$ cat src/rtl/rgb_fade_sequencer_pkg.sv
// Shared definitions for the RGB fade sequencer.
// Holds the state encoding, colour table size and colour lookup.
package rgb_fade_sequencer_pkg;

  typedef enum logic [2:0] {
    S_IDLE,
    S_RAMP_UP,
    S_HOLD,
    S_RAMP_DOWN,
    S_NEXT
  } state_t;

  localparam int         NUM_COLOURS = 7;
  localparam logic [2:0] IDX_LAST    = 3'(NUM_COLOURS - 1);
  localparam logic [2:0] MASK_RESET  = 3'b100;

  // {r,g,b} enable mask for each colour index.
  function automatic logic [2:0] colour_mask(
    input logic [2:0] idx
  );
    logic [2:0] m;
    m = MASK_RESET;
    unique case (idx)
      3'd0:    m = 3'b100;
      3'd1:    m = 3'b010;
      3'd2:    m = 3'b001;
      3'd3:    m = 3'b110;
      3'd4:    m = 3'b011;
      3'd5:    m = 3'b101;
      3'd6:    m = 3'b111;
      default: m = MASK_RESET;
    endcase
    return m;
  endfunction

endpackage

$ cat src/rtl/rgb_fade_sequencer_tick_prescaler.sv
// Brightness-step prescaler: o_tick pulses once every DIV clocks.
// Ports: i_clk, i_reset (async, high), i_run (count enable; 0 holds
// the count at 0), o_tick (high on the cycle count == DIV-1).
module tick_prescaler #(
  parameter int DIV = 300000
) (
  input  logic i_clk,
  input  logic i_reset,
  input  logic i_run,
  output logic o_tick
);

  localparam int CW = (DIV > 2) ? $clog2(DIV) : 1;
  localparam logic [CW-1:0] LAST = CW'(DIV - 1);

  logic [CW-1:0] r_cnt;

  assign o_tick = i_run && (r_cnt == LAST);

  always_ff @(posedge i_clk or posedge i_reset) begin
    if (i_reset) begin
      r_cnt <= '0;
    end else if (!i_run || o_tick) begin
      r_cnt <= '0;
    end else begin
      r_cnt <= r_cnt + 1'b1;
    end
  end

endmodule

$ cat src/rtl/rgb_fade_sequencer.sv
// Colour-fade sequencer driving the duty inputs of three PWM channels.
// Each colour ramps 0->MAX, holds, ramps MAX->0, then the table advances.
// Ports: i_clk, i_reset (async, high), i_enable (run/fade-out level),
// o_duty_r/g/b (PWM duty), o_mask ({r,g,b} active colour),
// o_busy (state != IDLE), o_wrap (pulse on colour index 6->0).
// Build option: define RGB_FADE_GAMMA_EN for a squared brightness curve
// (duty = level*level >> PWM_BITS, one extra cycle of latency).
module rgb_fade_sequencer
  import rgb_fade_sequencer_pkg::*;
#(
  parameter int PWM_BITS   = 8,
  parameter int TICK_DIV   = 300000,
  parameter int HOLD_STEPS = 64
) (
  input  logic                i_clk,
  input  logic                i_reset,
  input  logic                i_enable,
  output logic [PWM_BITS-1:0] o_duty_r,
  output logic [PWM_BITS-1:0] o_duty_g,
  output logic [PWM_BITS-1:0] o_duty_b,
  output logic [2:0]          o_mask,
  output logic                o_busy,
  output logic                o_wrap
);

  localparam int HW = $clog2(HOLD_STEPS + 1);

  localparam logic [PWM_BITS-1:0] LVL_MAX = '1;
  localparam logic [PWM_BITS-1:0] LVL_PRE =
    {{(PWM_BITS-1){1'b1}}, 1'b0};
  localparam logic [PWM_BITS-1:0] LVL_ONE = PWM_BITS'(1);
  localparam logic [HW-1:0] HOLD_LAST = HW'(HOLD_STEPS - 1);

  state_t              r_state;
  logic [PWM_BITS-1:0] r_level;
  logic [2:0]          r_idx;
  logic [HW-1:0]       r_hold;
  logic [2:0]          r_mask;
  logic                r_busy;
  logic                r_wrap;
  logic [PWM_BITS-1:0] r_duty_r;
  logic [PWM_BITS-1:0] r_duty_g;
  logic [PWM_BITS-1:0] r_duty_b;

  logic                w_run;
  logic                w_tick;
  logic [2:0]          w_idx_nxt;
  logic [PWM_BITS-1:0] w_bright;

  assign w_run = (r_state == S_RAMP_UP)
              || (r_state == S_HOLD)
              || (r_state == S_RAMP_DOWN);

  assign w_idx_nxt = (r_idx == IDX_LAST) ? 3'd0 : r_idx + 3'd1;

  tick_prescaler #(
    .DIV(TICK_DIV)
  ) u_presc (
    .i_clk  (i_clk),
    .i_reset(i_reset),
    .i_run  (w_run),
    .o_tick (w_tick)
  );

  always_ff @(posedge i_clk or posedge i_reset) begin
    if (i_reset) begin
      r_state <= S_IDLE;
      r_level <= '0;
      r_idx   <= 3'd0;
      r_hold  <= '0;
      r_mask  <= MASK_RESET;
      r_busy  <= 1'b0;
      r_wrap  <= 1'b0;
    end else begin
      r_wrap <= 1'b0;
      unique case (r_state)
        S_IDLE: begin
          r_level <= '0;
          if (i_enable) begin
            r_state <= S_RAMP_UP;
            r_busy  <= 1'b1;
          end
        end
        S_RAMP_UP: begin
          if (w_tick && r_level != LVL_MAX)
            r_level <= r_level + 1'b1;
          // Disable wins over reaching the top; the tick still lands.
          if (!i_enable) begin
            r_state <= S_RAMP_DOWN;
          end else if (w_tick && r_level == LVL_PRE) begin
            r_state <= S_HOLD;
            r_hold  <= '0;
          end
        end
        S_HOLD: begin
          if (w_tick)
            r_hold <= r_hold + 1'b1;
          if (!i_enable)
            r_state <= S_RAMP_DOWN;
          else if (w_tick && r_hold == HOLD_LAST)
            r_state <= S_RAMP_DOWN;
        end
        S_RAMP_DOWN: begin
          // Level 0 here means enable dropped before the first step.
          if (r_level == '0) begin
            r_state <= S_NEXT;
          end else if (w_tick) begin
            r_level <= r_level - 1'b1;
            if (r_level == LVL_ONE)
              r_state <= S_NEXT;
          end
        end
        S_NEXT: begin
          r_idx   <= w_idx_nxt;
          r_mask  <= colour_mask(w_idx_nxt);
          r_wrap  <= (r_idx == IDX_LAST);
          r_busy  <= i_enable;
          r_state <= i_enable ? S_RAMP_UP : S_IDLE;
        end
        default: begin
          r_state <= S_IDLE;
          r_busy  <= 1'b0;
        end
      endcase
    end
  end

`ifdef RGB_FADE_GAMMA_EN
  logic [PWM_BITS-1:0] w_sq_hi;
  logic [PWM_BITS-1:0] w_sq_lo_unused;
  logic [PWM_BITS-1:0] r_gamma;

  assign {w_sq_hi, w_sq_lo_unused} =
    {{PWM_BITS{1'b0}}, r_level} * {{PWM_BITS{1'b0}}, r_level};

  always_ff @(posedge i_clk or posedge i_reset) begin
    if (i_reset)
      r_gamma <= '0;
    else
      r_gamma <= w_sq_hi;
  end

  assign w_bright = r_gamma;
`else
  assign w_bright = r_level;
`endif

  always_ff @(posedge i_clk or posedge i_reset) begin
    if (i_reset) begin
      r_duty_r <= '0;
      r_duty_g <= '0;
      r_duty_b <= '0;
    end else begin
      r_duty_r <= r_mask[2] ? w_bright : '0;
      r_duty_g <= r_mask[1] ? w_bright : '0;
      r_duty_b <= r_mask[0] ? w_bright : '0;
    end
  end

  assign o_duty_r = r_duty_r;
  assign o_duty_g = r_duty_g;
  assign o_duty_b = r_duty_b;
  assign o_mask   = r_mask;
  assign o_busy   = r_busy;
  assign o_wrap   = r_wrap;

endmodule

$ cat config.mk
export PLATFORM = sky130hd
export DESIGN_NAME = rgb_fade_sequencer
export DESIGN_NICKNAME = d
export VERILOG_FILES = /design/src/rtl/rgb_fade_sequencer_pkg.sv /design/src/rtl/rgb_fade_sequencer_tick_prescaler.sv /design/src/rtl/rgb_fade_sequencer.sv
export SDC_FILE = /design/constraint.sdc
export NUM_CORES = 1
export LEC_CHECK = 0
export ABC_AREA = 1
export CAP_MARGIN = 20
export CORE_MARGIN = 3
export CORE_UTILIZATION = 25
export CTS_BUF_LIST = sky130_fd_sc_hd__clkbuf_16
export CTS_CLUSTER_DIAMETER = 150
export DETAILED_ROUTE_END_ITERATION = 16
export SLEW_MARGIN = 30
export SYNTH_ARGS = -nofsm -noshare
export SYNTH_HDL_FRONTEND = slang
export SYNTH_HIERARCHICAL = 1
export SYNTH_SLANG_ARGS = --single-unit
$ cat constraint.sdc
create_clock -name i_clk -period 5.87 [get_ports i_clk]
set_clock_uncertainty 0.15 [all_clocks]
set_input_delay 0.8805 -clock i_clk [delete_from_list [all_inputs] [get_ports i_clk]]
set_output_delay 0.8805 -clock i_clk [all_outputs]
set_load 0.02 [all_outputs]
After elaboration in Yosys (flattened, before gate mapping)

Index checks and enable logic that the tools add are counted.

Flip-flop bits (word level): 69
Input bits: 3
Output and inout port bits: 29
Logic and storage cells: 88

Add/sub/neg operators: 5
Eq/ne operators: 27
Multiplexer cells: 27
Bitwise gates (word level): 1
Reduce and logical (&&, ||, !) cells: 17

Operator list:

| operator              | number |
|---|---|
| $mux 8                | 6 |
| $mux 3                | 9 |
| $pmux 8 s3            | 1 |
| $mux 7                | 3 |
| $add 19x1->19 const B | 1 |
| $eq 19x19->1 const B  | 1 |
| $mux 19               | 1 |
| $pmux 3 s6            | 1 |
| $eq 3x3->1 const B    | 5 |
| $pmux 3 s5            | 1 |
| $pmux 7 s2            | 1 |
| $eq 3x2->1 const B    | 4 |
| $add 8x1->8 const B   | 1 |
| $eq 8x1->1 const B    | 1 |
| $eq 8x8->1 const B    | 1 |
| $logic_not 8->1       | 1 |
| $ne 2x1->1 const B    | 4 |
| $ne 8x8->1 const B    | 1 |
| $reduce_and 4->1      | 2 |
| $sub 8x1->8 const B   | 1 |
| $add 7x1->7 const B   | 1 |
| $eq 7x6->1 const B    | 1 |
| $eq 3x1->1 const B    | 2 |
| $ne 2x2->1 const B    | 3 |
| other kinds (15)      | 24 |

Logic depth before layout (Yosys ltp)

Depth in word-level cells: 8
Mapped depth: 12
Mapped depth without buffers: 12

Hierarchy

Netlist, hierarchy kept.

Modules (own cells, without submodules):

| module             | times used | cells an instance | area an instance (um2) | seq. area each (um2) |
|---|---|---|---|---|
| rgb_fade_sequencer | 1          | 338               | 2,575.0                | 1,252.5 |
| tick_prescaler     | 1          | 154               | 1,117.3                | 475.5 |

Worst setup path before layout

Ideal clock, no wire load.

Kind: register -> register
Start: register u_presc.r_cnt[0]
End: register r_hold[0]
Arrival: 1,757 ps
Required time: 5,595 ps
Path slack: 3,839 ps
Cell stages (with the launch flop): 12
Path buffers: 1
Cells stage by stage: dfrtp_1 > ha_1 > nand2_1 > nor2_1 > nand3_2 > nor2_1 > nand3_1 > o21ai_1 > nand2_2 > buf_6 > nand2_1 > o21ai_1

Cells in the longest elaborated chain, start to end: 5
Elaborated cells on any way between the ends: 6

RTL lines:

| item                                  | RTL line                                | source |
|---|---|---|
| start, declared                       | rgb_fade_sequencer_tick_prescaler.sv:16 | `logic [CW-1:0] r_cnt;` |
| start signal, assigned                | rgb_fade_sequencer_tick_prescaler.sv:26 | `r_cnt <= r_cnt + 1'b1;` |
| $eq 19x19->1 (*)                      | rgb_fade_sequencer_tick_prescaler.sv:18 | `assign o_tick = i_run && (r_cnt == LAST);` |
| $logic_and 1x1->1 (*)                 | rgb_fade_sequencer_tick_prescaler.sv:18 |  |
| via w_tick                            | rgb_fade_sequencer.sv:46                | `logic w_tick;` |
| $logic_and 1x1->1                     | rgb_fade_sequencer.sv:90                | `end else if (w_tick && r_level == LVL_PRE) begin` |
| $ne 2x1->1 (no source line)           | n/a                                     |  |
| $reduce_and 4->1 (no source line) (*) | n/a                                     |  |
| end signal, assigned                  | rgb_fade_sequencer.sv:97                | `r_hold <= r_hold + 1'b1;` |
| end, declared                         | rgb_fade_sequencer.sv:37                | `logic [HW-1:0] r_hold;` |

Mark *: on every way through the listed nets, which the timed path passes. The rest lies on a longest branch.
A chain may end at the register's enable or synchronous reset.

Worst setup path after layout

Start: register r_mask[2] (netlist: o_mask[2])
End: output port o_mask[2]

RTL lines:

| item                   | RTL line                  | source |
|---|---|---|
| start, declared        | rgb_fade_sequencer.sv:38  | `logic [2:0] r_mask;` |
| start signal, assigned | rgb_fade_sequencer.sv:115 | `r_mask <= colour_mask(w_idx_nxt);` |
| end, declared          | rgb_fade_sequencer.sv:21  | `output logic [2:0] o_mask,` |

No word-level cell between the ends.

==> impl_metrics.py <==
metrics = {
    "synth": {
        "synth-seq-cells": 69,
        "synth_fp_nets": 502,
        "synth_flop_cell": "dfrtp_1",
        "synth.distinct_cells": 33,
        "synth.top_cell.area_share": 0.461,
        "syn_avg_cell_area_um2": 7.50,
        "synth_edf_count": 0,
        "seq_area_frac_synth": 0.468,
        "async_flop_share": 1.00,
        "synthCells": 492,
        "synth_warnings": 6,
        "synthesis.area_um2": 3690,
        "yosysTopAreaCell": "dfrtp_1",
        "synth_area_leaders": "dfrtp_1, nand2_1, inv_1, nor2_1, nand3_1",
    },
    "timing": {
        "setup_tns_ns": 0,
        "hold_viol_final": 0,
        "period_needed_ns": 2.65,
        "fmax_ghz": 0.377,
        "setup_viol": 0,
        "rsz0062_at_grt": "no",
        "tightest_slew_ns": 0.748,
        "maxSlewHeadroom": 0.501,
        "finalWorstSetupSlack_ns": 3.22,
        "fin_crit_sh": 0.452,
        "finalMaxSlewViolations": 0,
    },
    "layout": {
        "diodes": 0,
        "finalInstanceArea_um2": 4430,
        "drive_above_1_share": 0.0816,
        "nNetsFinal": 533,
        "fin_util": 0.313,
        "syn_to_final_growth_pct": 20.0,
    },
    "clock_tree": {
        "cts_buffers": 9,
        "htree_levels": 3,
        "postCtsResizedCells": 0,
        "postCtsSetupBuffers": 0,
        "max-clock-path-buffers": 2,
        "holdBufCountCts": 0,
        "cts-root-buf": "clkbuf_16",
        "cts_tree": "yes",
        "clock_latency_ns": 0.33,
        "clock_sinks": 69,
        "clk_pin_slew_worst_paths_ns": 0.05,
    },
    "worst_setup_path": {
        "crit_chain": "clkdlybuf4s50_1",
        "critPathLaunchType": "register",
        "cp_slowest_stage_delay_ns": 0.65,
        "cp_slowest_cell": "dfstp_2",
        "reg2reg_depth": 10,
        "path_depth": 1,
        "critPathKind": "register to output port",
        "end_kind": "output port",
        "crit_fanout": 10,
        "cp.required_ns": 4.84,
        "critPathTopFamily": "flip-flops",
        "worstPathArrival_ns": 1.62,
        "cp.buffers_inverters": 1,
    },
    "min_path": {
        "whs_path_depth": 1,
        "hp-class": "register to register",
    },
    "floorplanning": {
        "dieArea_um2": 16300,
        "core_um2": 14100,
        "io-pin-count": 32,
        "die_w_um": 128,
        "num_rows": 43,
        "initial_core_util": 0.261,
        "die_h_um": 128,
    },
    "placed_design": {
        "dpl_cell_area_um2": 4150,
        "port_buffers": 31,
        "gp_congestion": 0.845,
        "place_ws_ns": 3.49,
        "dp_hpwl_um": 5700,
    },
    "detailed_routing": {
        "wl_per_cell_um": 11.2,
        "drt-initial-drc-count": 238,
        "via_per_inst": 4.27,
        "drc": 0,
        "routed_wl_um": 7930,
        "routed-via-count": 3021,
        "final_antenna_net_count": 0,
        "firstDrtPassIters": 4,
    },
    "global_route": {
        "grt_max_degree": 51,
        "grt_pass1_wl_um": 14100,
        "grt_antenna_before_repair": 0,
        "grt_pass1_vias": 2985,
        "overflow": 0,
        "grt.total_usage": 0.106,
    },
    "pwr": {
        "powerDensity_nw_per_um2": 418,
        "irDropWorstVdd_v": 0.000164,
        "p_leak_nw": 2.23,
        "totalPowerFinal_mw": 1.85,
    },
    "job": {
        "cap_violations": 0,
    },
    "run_status": {
        "run_status": "completed",
    },
}
-- registers in the layout (all words and copies together), names as in the netlist --
signal,cells
o_duty_r,8
r_state,3
o_duty_g,8
o_busy,1
o_mask,3
o_wrap,1
r_hold,7
u_presc/r_cnt,19
r_level,8
o_duty_b,8
r_idx,3
-- per-stage QoR --
step | hold WS, ns | cells
3_5_place_dp | 0.312 | 692
3_3_place_gp | 0.293 | 692
2_1_floorplan | 0.279 | 492
4_1_cts | 0.318 | 707
5_1_grt | 0.341 | 707
6_report | 0.313 | 707
-- where the power goes --
part	total [mW]	leakage [nW]	switching, mW	internal [mW]
clock	0.518	0.136	0.197	0.322
combinational	0.642	1.16	0.416	0.227
sequential	0.692	0.934	0.128	0.564
total	1.85	2.23	0.741	1.11
-- synthesized netlist by cell type, drive strengths merged, types with 3 or more instances --
cell	count
nand2	161
inv	79
nor2	74
dfrtp	68
nand3	36
o21ai	24
xor2	9
buf	8
ha	7
xnor2	5
a21oi	4
nand4	4
clkbuf	3
nor3	3
-- worst reg2reg max path, stage by stage (launching register included) --
cell and delay (ns):
dfrtp_1 0.37, ha_1 0.24, nand2_1 0.09, nor2_1 0.18
nand3_2 0.15, nor2_1 0.38, a21oi_1 0.13, o21ai_1 0.25
nand4_1 0.18, nand2_1 0.10, nand2_1 0.05
-- worst paths after layout --
check | startpoint | to | slack (ns)
min reg2reg | u_presc/r_cnt[0] | u_presc/r_cnt[0] | 0.31
max in group asynchronous | i_reset | u_presc/r_cnt[14] | 4.18
max reg2reg | u_presc/r_cnt[0] | r_state[1] | 3.50
min in group asynchronous | i_reset | o_duty_r[7] | 0.85
max | o_mask[2] | o_mask[2] | 3.22
min | u_presc/r_cnt[0] | u_presc/r_cnt[0] | 0.31
-- layout make-up --
cell class,instances,area [µm²]
clock inverter,6,55.1
sequential,69,1730
tap,180,225
fill,1462,9720
multi-input combinational,333,1580
clock buffer,9,225
timing repair buffer,31,310
inverter,79,302
-- cell usage in the layout, fill, tap and decap left out, types with 2 or more instances in the layout --
master	instances
clkbuf_16	9
nand2_2	7
ha_1	7
or2_2	2
dfrtp_1	68
inv_4	2
nand2_4	2
nor2_4	3
nor2_2	6
clkinv_2	2
nand4_1	4
nand3_1	35
xor2_1	9
o21ai_0	13
nand2_1	152
xnor2_1	5
inv_2	4
o21ai_1	9
clkdlybuf4s50_1	31
clkinv_1	2
nor2_1	65
inv_1	73
a21oi_1	4
nor3_1	3
-- logic make-up (layout without fill, tap and decap cells) --
group | count (synthesis) | after routing | synth area share
buffers and inverters | 90 | 125 | 0.103
XOR/XNOR | 14 | 14 | 0.0332
adder cells (fa/ha/maj) | 7 | 7 | 0.0237
AND/OR/NAND/NOR | 280 | 280 | 0.322
AO/OA/AOI/OAI | 32 | 32 | 0.0498
flip-flops | 69 | 69 | 0.468
-- routing by layer --
metal,up-vias,global-route usage,share of wire
li1,1553,-,-
met1,1405,0.128,0.46
met2,52,0.177,0.48
met3,11,0.0305,0.039
met4,0,0.0404,0.016
met5,-,0,0
No activity file was read; power rests on OpenSTA's default activity.
